[config.mk]
export PLATFORM = sky130hd
export DESIGN_NAME = alu_issue_ctrl_flat
export DESIGN_NICKNAME = d
export VERILOG_FILES = /design/src/rtl/alu_issue_ctrl_if.sv /design/src/rtl/alu_issue_ctrl.sv /design/src/flat_wrapper.sv
export SDC_FILE = /design/constraint.sdc
export NUM_CORES = 1
export LEC_CHECK = 0
export BUFFER_PORTS_ARGS = -buffer_cell sky130_fd_sc_hd__buf_2
export CORE_ASPECT_RATIO = 1.5
export CORE_MARGIN = 2
export CORE_UTILIZATION = 40
export DETAILED_ROUTE_END_ITERATION = 8
export GPL_ROUTABILITY_DRIVEN = 0
export PLACE_DENSITY = 0.64
export SETUP_SLACK_MARGIN = 0.2
export SYNTH_ARGS = -nofsm -noshare
export SYNTH_HDL_FRONTEND = slang
export SYNTH_SLANG_ARGS = --single-unit
[constraint.sdc]
create_clock -name clk_i -period 9.7 [get_ports clk_i]
set_input_delay 0.97 -clock clk_i [delete_from_list [all_inputs] [get_ports clk_i]]
set_output_delay 0.97 -clock clk_i [all_outputs]
set_load 0.05 [all_outputs]
[src/rtl/alu_issue_ctrl_if.sv]
// alu_issue_ctrl_if: request/response handshake bundle for alu_issue_ctrl.
//   req_*  : requester -> controller (operands, opcode, tag), ready back.
//   rsp_*  : controller -> consumer (result, zero, tag, err), ready back.
//   slave  : modport used by the controller.
//   master : modport used by the requester/consumer side.
interface alu_issue_ctrl_if #(
  parameter int unsigned TW = 4
) ();

  logic          req_valid_i;
  logic          req_ready_o;
  logic [31:0]   req_a_i;
  logic [31:0]   req_b_i;
  logic [2:0]    req_op_i;
  logic [TW-1:0] req_tag_i;

  logic          rsp_valid_o;
  logic          rsp_ready_i;
  logic [31:0]   rsp_result_o;
  logic          rsp_zero_o;
  logic [TW-1:0] rsp_tag_o;
  logic          rsp_err_o;

  modport slave (
    input  req_valid_i, req_a_i, req_b_i, req_op_i, req_tag_i, rsp_ready_i,
    output req_ready_o, rsp_valid_o, rsp_result_o, rsp_zero_o, rsp_tag_o, rsp_err_o
  );

  modport master (
    output req_valid_i, req_a_i, req_b_i, req_op_i, req_tag_i, rsp_ready_i,
    input  req_ready_o, rsp_valid_o, rsp_result_o, rsp_zero_o, rsp_tag_o, rsp_err_o
  );

endinterface

[src/rtl/alu_issue_ctrl.sv]
// alu_issue_ctrl: issues requests to an external registered ALU (1-cycle
// latency), carries tag/err alongside the result, and queues responses in a
// DEPTH-entry FIFO. Credit-based request flow control guarantees the FIFO
// can absorb everything already in flight.
// Ports:
//   clk_i, rst_i        : clock (rising edge), async active-high reset
//   bus (slave)         : request/response handshakes
//   alu_a_o/alu_b_o/alu_ctrl_o : registered operands/control to the ALU
//   alu_result_i/alu_zero_i    : registered ALU outputs
//   flush_i             : synchronous discard of all in-flight and queued work
//   busy_o              : any pipeline valid or FIFO non-empty
module alu_issue_ctrl #(
  parameter int unsigned DEPTH = 4,
  parameter int unsigned TW    = 4
) (
  input  logic                 clk_i,
  input  logic                 rst_i,
  alu_issue_ctrl_if.slave      bus,
  output logic [31:0]          alu_a_o,
  output logic [31:0]          alu_b_o,
  output logic [2:0]           alu_ctrl_o,
  input  logic [31:0]          alu_result_i,
  input  logic                 alu_zero_i,
  input  logic                 flush_i,
  output logic                 busy_o
);

  localparam int unsigned PW = $clog2(DEPTH);
  localparam int unsigned CW = $clog2(DEPTH + 1);
  localparam int unsigned OW = $clog2(DEPTH + 3);
  localparam logic [2:0]  OP_ILLEGAL = 3'b101;

  typedef struct packed {
    logic [31:0]   result;
    logic          zero;
    logic [TW-1:0] tag;
    logic          err;
  } rsp_t;

  // Issue stage
  logic [31:0]   alu_a_q, alu_a_d;
  logic [31:0]   alu_b_q, alu_b_d;
  logic [2:0]    alu_ctrl_q, alu_ctrl_d;
  logic          iss_valid_q, iss_valid_d;
  logic [TW-1:0] iss_tag_q, iss_tag_d;
  logic          iss_err_q, iss_err_d;

  // ALU stage shadow
  logic          ex_valid_q, ex_valid_d;
  logic [TW-1:0] ex_tag_q, ex_tag_d;
  logic          ex_err_q, ex_err_d;

  // Response FIFO
  rsp_t          mem_q [DEPTH];
  logic [PW-1:0] wr_ptr_q, wr_ptr_d;
  logic [PW-1:0] rd_ptr_q, rd_ptr_d;
  logic [CW-1:0] count_q, count_d;
  logic          rsp_valid_q, rsp_valid_d;
  logic          busy_q, busy_d;

  logic          req_ready;
  logic          accept;
  logic          push;
  logic          pop;
  logic          mem_we;
  logic [OW-1:0] occupancy;
  rsp_t          push_data;

  // Credit check on registered state only, so a same-cycle pop never raises ready
  always_comb begin
    occupancy = OW'(iss_valid_q) + OW'(ex_valid_q) + OW'(count_q);
    req_ready = ~rst_i & ~flush_i & (occupancy < OW'(DEPTH));
  end

  assign accept = bus.req_valid_i & req_ready;
  assign push   = ex_valid_q;
  assign pop    = rsp_valid_q & bus.rsp_ready_i;

  // Illegal opcodes return a fixed result independent of what the ALU produced
  always_comb begin
    push_data = '0;
    if (ex_err_q) begin
      push_data.result = 32'd0;
      push_data.zero   = 1'b1;
      push_data.err    = 1'b1;
    end else begin
      push_data.result = alu_result_i;
      push_data.zero   = alu_zero_i;
      push_data.err    = 1'b0;
    end
    push_data.tag = ex_tag_q;
  end

  // Next-state logic for pipeline and FIFO bookkeeping
  always_comb begin
    alu_a_d     = alu_a_q;
    alu_b_d     = alu_b_q;
    alu_ctrl_d  = alu_ctrl_q;
    iss_tag_d   = iss_tag_q;
    iss_err_d   = iss_err_q;
    iss_valid_d = accept;
    ex_valid_d  = iss_valid_q;
    ex_tag_d    = iss_tag_q;
    ex_err_d    = iss_err_q;
    wr_ptr_d    = wr_ptr_q;
    rd_ptr_d    = rd_ptr_q;
    count_d     = count_q;
    mem_we      = 1'b0;

    if (accept) begin
      alu_a_d    = bus.req_a_i;
      alu_b_d    = bus.req_b_i;
      alu_ctrl_d = bus.req_op_i;
      iss_tag_d  = bus.req_tag_i;
      iss_err_d  = (bus.req_op_i == OP_ILLEGAL);
    end

    if (push) begin
      mem_we   = 1'b1;
      wr_ptr_d = wr_ptr_q + PW'(1);
    end
    if (pop) begin
      rd_ptr_d = rd_ptr_q + PW'(1);
    end
    unique case ({push, pop})
      2'b10:   count_d = count_q + CW'(1);
      2'b01:   count_d = count_q - CW'(1);
      default: count_d = count_q;
    endcase

    // Flush drops everything but leaves the ALU-facing data registers alone
    if (flush_i) begin
      iss_valid_d = 1'b0;
      ex_valid_d  = 1'b0;
      wr_ptr_d    = '0;
      rd_ptr_d    = '0;
      count_d     = '0;
      mem_we      = 1'b0;
    end

    rsp_valid_d = (count_d != '0);
    busy_d      = iss_valid_d | ex_valid_d | (count_d != '0);
  end

  always_ff @(posedge clk_i or posedge rst_i) begin
    if (rst_i) begin
      alu_a_q     <= '0;
      alu_b_q     <= '0;
      alu_ctrl_q  <= '0;
      iss_valid_q <= 1'b0;
      iss_tag_q   <= '0;
      iss_err_q   <= 1'b0;
      ex_valid_q  <= 1'b0;
      ex_tag_q    <= '0;
      ex_err_q    <= 1'b0;
      wr_ptr_q    <= '0;
      rd_ptr_q    <= '0;
      count_q     <= '0;
      rsp_valid_q <= 1'b0;
      busy_q      <= 1'b0;
    end else begin
      alu_a_q     <= alu_a_d;
      alu_b_q     <= alu_b_d;
      alu_ctrl_q  <= alu_ctrl_d;
      iss_valid_q <= iss_valid_d;
      iss_tag_q   <= iss_tag_d;
      iss_err_q   <= iss_err_d;
      ex_valid_q  <= ex_valid_d;
      ex_tag_q    <= ex_tag_d;
      ex_err_q    <= ex_err_d;
      wr_ptr_q    <= wr_ptr_d;
      rd_ptr_q    <= rd_ptr_d;
      count_q     <= count_d;
      rsp_valid_q <= rsp_valid_d;
      busy_q      <= busy_d;
    end
  end

  // FIFO storage; reset to zero so the response outputs read zero out of reset
  always_ff @(posedge clk_i or posedge rst_i) begin
    if (rst_i) begin
      for (int i = 0; i < DEPTH; i++) begin
        mem_q[i] <= '0;
      end
    end else if (mem_we) begin
      mem_q[wr_ptr_q] <= push_data;
    end
  end

  assign bus.req_ready_o  = req_ready;
  assign bus.rsp_valid_o  = rsp_valid_q;
  assign bus.rsp_result_o = mem_q[rd_ptr_q].result;
  assign bus.rsp_zero_o   = mem_q[rd_ptr_q].zero;
  assign bus.rsp_tag_o    = mem_q[rd_ptr_q].tag;
  assign bus.rsp_err_o    = mem_q[rd_ptr_q].err;
  assign alu_a_o          = alu_a_q;
  assign alu_b_o          = alu_b_q;
  assign alu_ctrl_o       = alu_ctrl_q;
  assign busy_o           = busy_q;

endmodule

[src/flat_wrapper.sv]
// flat-port wrapper written by rule: the top's interface ports become plain ports
module alu_issue_ctrl_flat 
#(
  parameter int unsigned DEPTH = 4,
  parameter int unsigned TW    = 4
)
  (clk_i, rst_i, alu_a_o, alu_b_o, alu_ctrl_o, alu_result_i, alu_zero_i, flush_i, busy_o, bus_req_valid_i, bus_req_a_i, bus_req_b_i, bus_req_op_i, bus_req_tag_i, bus_rsp_ready_i, bus_req_ready_o, bus_rsp_valid_o, bus_rsp_result_o, bus_rsp_zero_o, bus_rsp_tag_o, bus_rsp_err_o);
  alu_issue_ctrl_if #(.TW(TW)) bus_i ();
  input  logic clk_i;
  input  logic rst_i;
  output logic [31:0] alu_a_o;
  output logic [31:0] alu_b_o;
  output logic [2:0] alu_ctrl_o;
  input  logic [31:0] alu_result_i;
  input  logic alu_zero_i;
  input  logic flush_i;
  output logic busy_o;
  input wire logic [$bits(bus_i.req_valid_i)-1:0] bus_req_valid_i;
  input wire logic [$bits(bus_i.req_a_i)-1:0] bus_req_a_i;
  input wire logic [$bits(bus_i.req_b_i)-1:0] bus_req_b_i;
  input wire logic [$bits(bus_i.req_op_i)-1:0] bus_req_op_i;
  input wire logic [$bits(bus_i.req_tag_i)-1:0] bus_req_tag_i;
  input wire logic [$bits(bus_i.rsp_ready_i)-1:0] bus_rsp_ready_i;
  output wire logic [$bits(bus_i.req_ready_o)-1:0] bus_req_ready_o;
  output wire logic [$bits(bus_i.rsp_valid_o)-1:0] bus_rsp_valid_o;
  output wire logic [$bits(bus_i.rsp_result_o)-1:0] bus_rsp_result_o;
  output wire logic [$bits(bus_i.rsp_zero_o)-1:0] bus_rsp_zero_o;
  output wire logic [$bits(bus_i.rsp_tag_o)-1:0] bus_rsp_tag_o;
  output wire logic [$bits(bus_i.rsp_err_o)-1:0] bus_rsp_err_o;
  assign bus_i.req_valid_i = bus_req_valid_i;
  assign bus_i.req_a_i = bus_req_a_i;
  assign bus_i.req_b_i = bus_req_b_i;
  assign bus_i.req_op_i = bus_req_op_i;
  assign bus_i.req_tag_i = bus_req_tag_i;
  assign bus_i.rsp_ready_i = bus_rsp_ready_i;
  assign bus_req_ready_o = bus_i.req_ready_o;
  assign bus_rsp_valid_o = bus_i.rsp_valid_o;
  assign bus_rsp_result_o = bus_i.rsp_result_o;
  assign bus_rsp_zero_o = bus_i.rsp_zero_o;
  assign bus_rsp_tag_o = bus_i.rsp_tag_o;
  assign bus_rsp_err_o = bus_i.rsp_err_o;
  alu_issue_ctrl #(.DEPTH(DEPTH), .TW(TW)) u_core (.clk_i(clk_i), .rst_i(rst_i), .bus(bus_i), .alu_a_o(alu_a_o), .alu_b_o(alu_b_o), .alu_ctrl_o(alu_ctrl_o), .alu_result_i(alu_result_i), .alu_zero_i(alu_zero_i), .flush_i(flush_i), .busy_o(busy_o));
endmodule
# Word level (Yosys, flattened, before mapping)
# Index checks and enable logic that the tools add are counted.
dict set report op_classes {
  reduce_logical 4
  shifts 0
  div_mod_pow 0
  muxes 18
  eq_ne 3
  multipliers 0
  n_addsub 6
  magnitude_cmp 4
  bitwise 10
}
# op n
set ops {}
lappend ops {{$bwmux 152} 1}
lappend ops {{$mux 38} 3}
lappend ops {{$bmux 38 s2} 1}
lappend ops {{$demux 38 s2} 1}
lappend ops {{$mux 33} 1}
lappend ops {{$mux 2} 4}
lappend ops {{$ge 3x3->1 const B} 2}
lappend ops {{$not 2->3} 2}
lappend ops {{$pmux 3 s2} 1}
lappend ops {{$mux 1} 5}
lappend ops {{$add 2x1->2 const B} 2}
lappend ops {{$and 1x1->1} 4}
lappend ops {{$reduce_bool 2->1} 2}
lappend ops {{$add 3x1->3 const B} 1}
lappend ops {{$add 3x3->3} 1}
lappend ops {{$eq 3x3->1 const B} 1}
lappend ops {{$lt 3x1->1 const B} 1}
lappend ops {{$lt 3x3->1 const B} 1}
lappend ops {{$mux 3} 1}
lappend ops {{$reduce_bool 3->1} 1}
lappend ops {{$sub 3x1->3 const B} 1}
lappend ops {{$add 1x1->2} 1}
lappend ops {{$eq 2x1->1 const B} 1}
lappend ops {{$eq 2x2->1 const B} 1}
lappend ops {{3 further kinds} 5}
dict set report totals {
  latch_bits 0
  mem_bits_ro 0
  input_bits 109
  mem_count 0
  out_inout_bits 108
  mem_bits_rw 0
  ff_bits 240
}

# Logic depth before layout (Yosys ltp)
# Gate-level depths: netlist of run 1.
dict set report depth {
  ltp_word 8
  ltp_mapped 8
  mapped_depth_nobuf 7
}

# Worst setup path before layout of run 1
# No wires, ideal clock.
dict set report synth_path {
  path_type {register to output}
  start {reg u_core.ex_valid_q}
  end {out bus_req_ready_o}
  t_arrival_ns 2.279
  path_stages_with_launch 6
  setup_slack_ns 6.451
  cell_sequence {dfrtp_1 -> ha_1 -> ha_1 -> a31oi_1 -> xnor2_1 -> nor3_1}
}
dict set report synth_via {
  elab_chain_len 4
}
# element line_no
set synth_rtl {}
lappend synth_rtl {{start, declared} alu_issue_ctrl.sv:49} ;# logic ex_valid_q, ex_valid_d;
lappend synth_rtl {{start signal, assigned} alu_issue_ctrl.sv:168} ;# ex_valid_q <= ex_valid_d;
lappend synth_rtl {{$add 1x1->2} alu_issue_ctrl.sv:71} ;# occupancy = OW'(iss_valid_q) + OW'(ex_valid_q) + OW'(count_q);
lappend synth_rtl {{$add 3x3->3} alu_issue_ctrl.sv:71}
lappend synth_rtl {{$lt 3x3->1} alu_issue_ctrl.sv:72} ;# req_ready = ~rst_i & ~flush_i & (occupancy < OW'(DEPTH));
lappend synth_rtl {{$and 1x1->1} alu_issue_ctrl.sv:72}
lappend synth_rtl {{end, declared} flat_wrapper.sv:24} ;# output wire logic [$bits(bus_i.req_ready_o)-1:0] bus_req_ready_o;
# No other way between the ends.

# Worst setup path in the final report of run 1
dict set report layout_path {
  start {reg u_core.rd_ptr_q[0]}
  end {out bus_rsp_zero_o}
}
dict set report layout_via {
  elab_chain_len 4
}
# element line_no
set layout_rtl {}
lappend layout_rtl {{start, declared} alu_issue_ctrl.sv:56} ;# logic [PW-1:0] rd_ptr_q, rd_ptr_d;
lappend layout_rtl {{start signal, assigned} alu_issue_ctrl.sv:172} ;# rd_ptr_q <= rd_ptr_d;
lappend layout_rtl {{$not 2->3 (not written as such)} alu_issue_ctrl.sv:193} ;# assign bus.rsp_zero_o = mem_q[rd_ptr_q].zero;
lappend layout_rtl {{$bmux 38 s2} alu_issue_ctrl.sv:193}
lappend layout_rtl {{$mux 38 (2 in a row)} -}
lappend layout_rtl {{end, declared} flat_wrapper.sv:27} ;# output wire logic [$bits(bus_i.rsp_zero_o)-1:0] bus_rsp_zero_o;
# No other way between the ends. The select of a mux whose other input is x is not followed.

==> results.json, run 1 <==
{
  "status": "finished clean",
  "numCtsBuffers": 25,
  "row_count": 71,
  "ys_ff_latch": 240,
  "cts_hold_buf": 0,
  "powerDensity_nw_per_um2": 235,
  "finalHoldViolCount": 0,
  "grt_first_pass_wirelength_mm": 35.7,
  "power_frac_seq_pct": 41.1,
  "worstSkewPairLatency_ns": 0.51,
  "ant_nets": 0,
  "skew_ns": 0.00614,
  "timing_worst_setup_path_type": "flip-flop to primary output",
  "wirelength_mm": 21.9,
  "setup_viol": 0,
  "yosysSeqAreaShare_pct": 59.5,
  "post-cts-setup-buffers": 0,
  "power_frac_clock_pct": 33.1,
  "syn_nets": 884,
  "crit_path_start_kind": "flip-flop",
  "start_util_pct": 40.4,
  "cellLeakagePower_uw": 0.00602,
  "r2r_slack_ns": 6.36,
  "cts.htree.levels": 1,
  "dp_hpwl_mm": 13.9,
  "nNetsFinal": 1086,
  "ys_warn_count": 0,
  "drcViolationCount": 0,
  "grt_pass1_vias": 6886,
  "routed_via_density": 4.87,
  "cts_resized": 0,
  "coreArea_um2": 25000,
  "cts-root-buf": "clkbuf_16",
  "clk_pin_slew_ns": 0.06,
  "cap_violations": 0,
  "clk_path_buf_depth": 3,
  "design_power_total_uw": 2880,
  "synth_edf_count": 0,
  "ios": 217,
  "drt-initial-drc-count": 208,
  "synthesis.area_um2": 10100,
  "path_max_fanout": 24,
  "diodes": 0,
  "min_path_type": "flip-flop to flip-flop",
  "worstSetupEndpointType": "primary output",
  "overflow": 0,
  "synthCells": 767,
  "cts_sinks": 240,
  "grt_start_max_net_pins": 86,
  "layout_min_cycle_time_ns": 3.63,
  "first_pass_iters": 4,
  "switching_share_pct": 33.6,
  "setup_tns_ns": 0,
  "die_w_um": 134,
  "synthArstFlopShare_pct": 100,
  "port_buffers": 216,
  "vias": 6409,
  "power_frac_comb_pct": 25.9,
  "timing.final.crit_share_pct": 37.4,
  "worst_pin_slew_ns": 1.10,
  "intPower_uw": 1910,
  "arrival_ns": 2.66,
  "ir_drop_v": 0.000174,
  "slew_viol_final": 0,
  "wl_per_cell_um": 16.7,
  "cp.required_ns": 8.73,
  "max_slew_margin_pct": 26.9,
  "drive_gt1_share_pct": 40.6,
  "fp.dieArea_um2": 26500,
  "rsz0062_at_grt": "no",
  "syn2layout_area_growth_pct": 21.4,
  "track_usage_pct": 16.8,
  "ys_types": 31,
  "max_freq_mhz": 276,
  "syn-mean-instance-area_um2": 13.2,
  "synth_flop_cell": "dfrtp_1",
  "cts_tree": "done",
  "power_switching_uw": 970,
  "die_height_um": 199,
  "antenna_found_initial": 0
}
cells in the final DEF, fill, tap and decap left out, types with 2 or more instances in the layout:
| cell type | instances |
|---|---|
| a31oi_1 | 2 |
| buf_2 | 216 |
| buf_4 | 10 |
| clkbuf_1 | 3 |
| clkbuf_16 | 25 |
| clkbuf_8 | 8 |
| clkinv_2 | 6 |
| dfrtp_1 | 238 |
| dfrtp_2 | 2 |
| ha_1 | 7 |
| inv_1 | 3 |
| mux2_1 | 5 |
| mux2_2 | 28 |
| mux2_4 | 58 |
| mux2i_1 | 2 |
| mux4_2 | 38 |
| nand2_1 | 134 |
| nand2_2 | 4 |
| nand2b_1 | 34 |
| nor2_1 | 6 |
| nor2b_1 | 2 |
| o21ai_0 | 134 |
| or3_1 | 2 |
| xnor2_1 | 4 |
logic make-up (layout without fill, tap and decap cells):
logic type      after synthesis  count (layout)  share of synthesized area [%]
xor+xnor                      5               5                          0.434
simple gates                188             188                           8.27
fa+ha+maj                     8               8                           1.07
buf+inv                      56             276                           2.74
flops                       240             240                           59.5
mux                         132             132                           21.1
compound gates              138             138                           6.88
state kept, by name (all words and copies together) (netlist names), 2 cells and up:
name and flops:
u_core.count_q 3, u_core.alu_b_o 32, u_core.alu_a_o 32, u_core.ex_tag_q 4, u_core.wr_ptr_q 2, u_core.ex_tag_d 4
u_core.alu_ctrl_o 3, u_core.rd_ptr_q 2, u_core.mem_q 152
layout make-up:
cell class | count | area (um2)
clock buffer | 36 | 747
inverter | 5 | 26.3
sequential | 240 | 6010
multi-input combinational | 471 | 3820
clock inverter | 9 | 76.3
fill | 2244 | 12700
timing repair buffer | 226 | 1160
tap | 328 | 410
critical path, stage by stage, from the launching register on:
cell	delay (ns)
dfrtp_2	0.76
buf_4	0.55
mux4_2	0.60
buf_2	0.23
per-layer routing:
layer | up-vias | routed length [um] | GRT usage (%)
met5 | - | 0 | 0
met4 | 0 | 297 | 3.70
li1 | 3049 | - | -
met1 | 3133 | 9300 | 21.1
met2 | 206 | 11000 | 30.1
met3 | 21 | 1290 | 3.21
metrics by stage:
| step | hold slack (ns) | setup slack [ns] | cells | cell area [um2] | utilization (%) |
|---|---|---|---|---|---|
| floorplan | 0.354 | 2.14 | 767 | 10100 | - |
| global placement | 0.362 | 6.37 | 1270 | 11400 | 45.8 |
| detailed placement | 0.360 | 6.32 | 1270 | 11400 | 45.8 |
| CTS | 0.370 | 5.93 | 1315 | 12200 | 49.1 |
| global route | 0.392 | 5.85 | 1315 | 12200 | 49.1 |
| finish | 0.369 | 6.07 | 1315 | 12200 | 49.1 |
cell usage after synthesis, drive strengths merged (2+ instances only):
library cell  instances  area share, %
dfrtp               240             60
nand2               138            5.2
o21ai               134            6.6
mux2                 91             12
mux4                 38            8.5
nand2b               34            2.1
clkbuf               33            1.2
buf                  18            1.3
ha                    7           0.87
nor2                  6           0.22
inv                   5           0.19
xnor2                 4           0.35
mux2i                 3           0.30
a31oi                 2           0.12
nor2b                 2           0.12
or3                   2           0.12
power by group through the flow:
stage | logic, uW | clock network [uW] | registers [uW]
floorplan | 382 | 0 | 1390
global placement | 746 | 0 | 1200
detailed placement | 756 | 0 | 1200
CTS | 755 | 981 | 1190
global route | 787 | 1020 | 1200
finish | 745 | 953 | 1180
final timing paths:
path	cells past startpoint	startpoint	endpoint
worst max-delay path	3	u_core.rd_ptr_q[0]	bus_rsp_zero_o
worst min-delay path	0	u_core.ex_err_d	u_core.ex_err_q
worst max register to register	8	u_core.ex_valid_q	u_core.busy_o
worst min register to register	0	u_core.ex_err_d	u_core.ex_err_q
max in group asynchronous	3	rst_i	u_core.rd_ptr_q[1]
min in group asynchronous	2	rst_i	u_core.alu_a_o[15]
(Power assumes the default switching activity.)
==> run 2, diff against run 1 <==
--- a/config.mk
+++ b/config.mk
@@ -5,13 +5,14 @@
 export SDC_FILE = /design/constraint.sdc
 export NUM_CORES = 1
 export LEC_CHECK = 0
+export ABC_AREA = 1
 export BUFFER_PORTS_ARGS = -buffer_cell sky130_fd_sc_hd__buf_2
 export CORE_ASPECT_RATIO = 1.5
 export CORE_MARGIN = 2
 export CORE_UTILIZATION = 40
 export DETAILED_ROUTE_END_ITERATION = 8
 export GPL_ROUTABILITY_DRIVEN = 0
-export PLACE_DENSITY = 0.64
+export PLACE_DENSITY = 0.63
 export SETUP_SLACK_MARGIN = 0.2
 export SYNTH_ARGS = -nofsm -noshare
 export SYNTH_HDL_FRONTEND = slang
==> constraint.sdc (replaced) <==
create_clock -name clk_i -period 3.5 [get_ports clk_i]
set_input_delay 0.35 -clock clk_i [delete_from_list [all_inputs] [get_ports clk_i]]
set_output_delay 0.35 -clock clk_i [all_outputs]
set_load 0.05 [all_outputs]
==> results.json, run 2 <==
{
  "status": "finished clean",
  "largest_reg_flops": 152,
  "synthArstFlopShare_pct": 100,
  "fill_cells": 2559,
  "layout_commonest_cell": "nand2_1",
  "layout_min_cycle_time_ns": 2.77,
  "slew_viol_final": 0,
  "grt_pass1_vias": 9111,
  "finalHoldViolCount": 0,
  "min_path_type": "input pin to flip-flop",
  "multi_input_area_um2": 3920,
  "die_height_um": 203,
  "grt_start_max_net_pins": 168,
  "worst_pin_slew_ns": 0.960,
  "grt_first_pass_wirelength_mm": 46.9,
  "start_util_pct": 40.9,
  "port_buffers": 216,
  "rsz0062_at_grt": "no",
  "max_freq_mhz": 361,
  "yosys.area.top_type": "dfrtp_1",
  "cts_tree": "done",
  "timing.final.crit_share_pct": 79.1,
  "ff_latch_area_um2": 6010,
  "cts.htree.levels": 1,
  "ys_types": 24,
  "setup_viol": 0,
  "dp_hpwl_mm": 17.2,
  "antenna_found_initial": 1,
  "setup_tns_ns": 0,
  "yosysTopAreaCellShare_pct": 56.8,
  "vias": 9082,
  "final_cells": 1838,
  "top_register": "u_core.mem_q",
  "clk_pin_slew_ns": 0.06,
  "setup_slack_ns": 0.730,
  "cp.required_ns": 3.15,
  "routed_via_density": 4.94,
  "syn-mean-instance-area_um2": 8.09,
  "design_power_total_uw": 8800,
  "clk_path_buf_depth": 3,
  "skew_ns": 0.0214,
  "final_cell_mix": "577 x nand2_1, 239 x dfrtp_1, 216 x buf_2, 109 x nor2_1, 96 x o21ai_0",
  "cts-root-buf": "clkbuf_16",
  "ant_nets": 0,
  "cts_resized": 0,
  "path_max_fanout": 33,
  "powerDensity_nw_per_um2": 698,
  "synth_edf_count": 0,
  "crit_path_start_kind": "flip-flop",
  "syn_nets": 1423,
  "synthTopCellsByArea": "dfrtp_1 57%, nand2_1 20%, o21ai_0 4.5%, nor2_1 3.9%, nand3_1 3.7%",
  "syn2layout_area_growth_pct": 19.3,
  "cts_hold_buf": 0,
  "place_area_um2": 11800,
  "cts_sinks": 240,
  "die_w_um": 137,
  "wl_per_cell_um": 15.7,
  "drt-initial-drc-count": 379,
  "cellLeakagePower_uw": 0.00723,
  "ys_ff_latch": 240,
  "coreArea_um2": 25900,
  "dpl_worst_slack_ns": 1.26,
  "yosysMostFrequentCell": "nand2_1",
  "row_count": 72,
  "first_pass_iters": 5,
  "synth_flop_cell": "dfrtp_1",
  "synthesis.area_um2": 10600,
  "ir_drop_v": 0.000415,
  "dpl.cell_count": 1791,
  "max_slew_margin_pct": 36.0,
  "arrival_ns": 2.42,
  "drcViolationCount": 0,
  "wirelength_mm": 28.8,
  "synthCells": 1306,
  "worstSetupEndpointType": "primary output",
  "yosysSeqAreaShare_pct": 56.8,
  "nNetsFinal": 1602,
  "fin_area_um2": 12600,
  "numCtsBuffers": 25,
  "ios": 217,
  "fp.dieArea_um2": 27800,
  "drive_gt1_share_pct": 19.0,
  "ys_warn_count": 0,
  "overflow": 0,
  "track_usage_pct": 21.2,
  "timing_worst_setup_path_type": "flip-flop to primary output",
  "worstSkewPairLatency_ns": 0.54,
  "cap_violations": 0,
  "post-cts-setup-buffers": 0,
  "ys_top_cells_by_count": "577 x nand2_1, 240 x dfrtp_1, 109 x nor2_1, 96 x o21ai_0, 78 x nand3_1"
}
==> run 2: power breakdown <==
part           switching [uW]  leakage [uW]  internal [uW]
sequential                206       0.00319           3130
combinational            2250       0.00367            665
clock                    1110      0.000370           1440
total                    3570       0.00723           5230
==> run 2: worst paths after layout <==
path | startpoint | endpoint | slack (ns) | cells past startpoint
max | u_core.ex_valid_q | bus_req_ready_o | 0.73 | 8
min | bus_req_a_i[1] | u_core.alu_a_o[1] | 0.03 | 3
max reg2reg | u_core.ex_valid_q | u_core.alu_a_o[17] | 1.34 | 10
min reg2reg | u_core.ex_tag_d[2] | u_core.ex_tag_q[2] | 0.37 | 0
max in group asynchronous | rst_i | u_core.mem_q[98] | 2.66 | 3
min in group asynchronous | rst_i | u_core.ex_valid_q | 0.08 | 3
==> run 2: cells by family (layout without fill, tap and decap cells) <==
group	after synthesis	in the layout	synth area share, %
adders and majority gates	8	8	1.02
and+or+nand+nor	777	777	29.0
buffers and inverters	142	340	6.11
AOI/OAI and AO/OA	139	139	7.03
DFF	240	240	56.8
other	0	1	0
==> run 2: final cells by class <==
type / count / share of cell area [%]
diodes: 1 / 0.0198
inverters: 63 / 1.91
repair buffers: 231 / 9.86
flip-flops and latches: 240 / 47.6
clock inverters: 12 / 0.804
well taps: 333 / 3.30
multi-input cells: 924 / 31.1
clock buffers: 34 / 5.39
==> run 2: routing by layer <==
metal | wire length (um) | global-route usage (%) | part of all wire [%]
met5 | 0 | 0 | 0
met1 | 11900 | 26.8 | 41
met2 | 14100 | 35.4 | 49
met3 | 2030 | 4.62 | 7.0
met4 | 821 | 7.66 | 2.9
==> run 2: per-stage QoR <==
step	util (%)	hold WS [ns]
2_1_floorplan	-	0.354
3_3_place_gp	45.7	0.365
3_5_place_dp	45.7	0.362
4_1_cts	48.8	0.0130
5_1_grt	48.8	0.0325
6_report	48.8	0.0305
==> run 2: critical path: stages (launching register included) <==
cell and delay [ns]:
dfrtp_1 0.38, ha_1 0.20, ha_1 0.26, nand3_1 0.09
nand2_1 0.05, nand2_1 0.08, nand2_2 0.09, nor2_8 0.36
buf_2 0.35
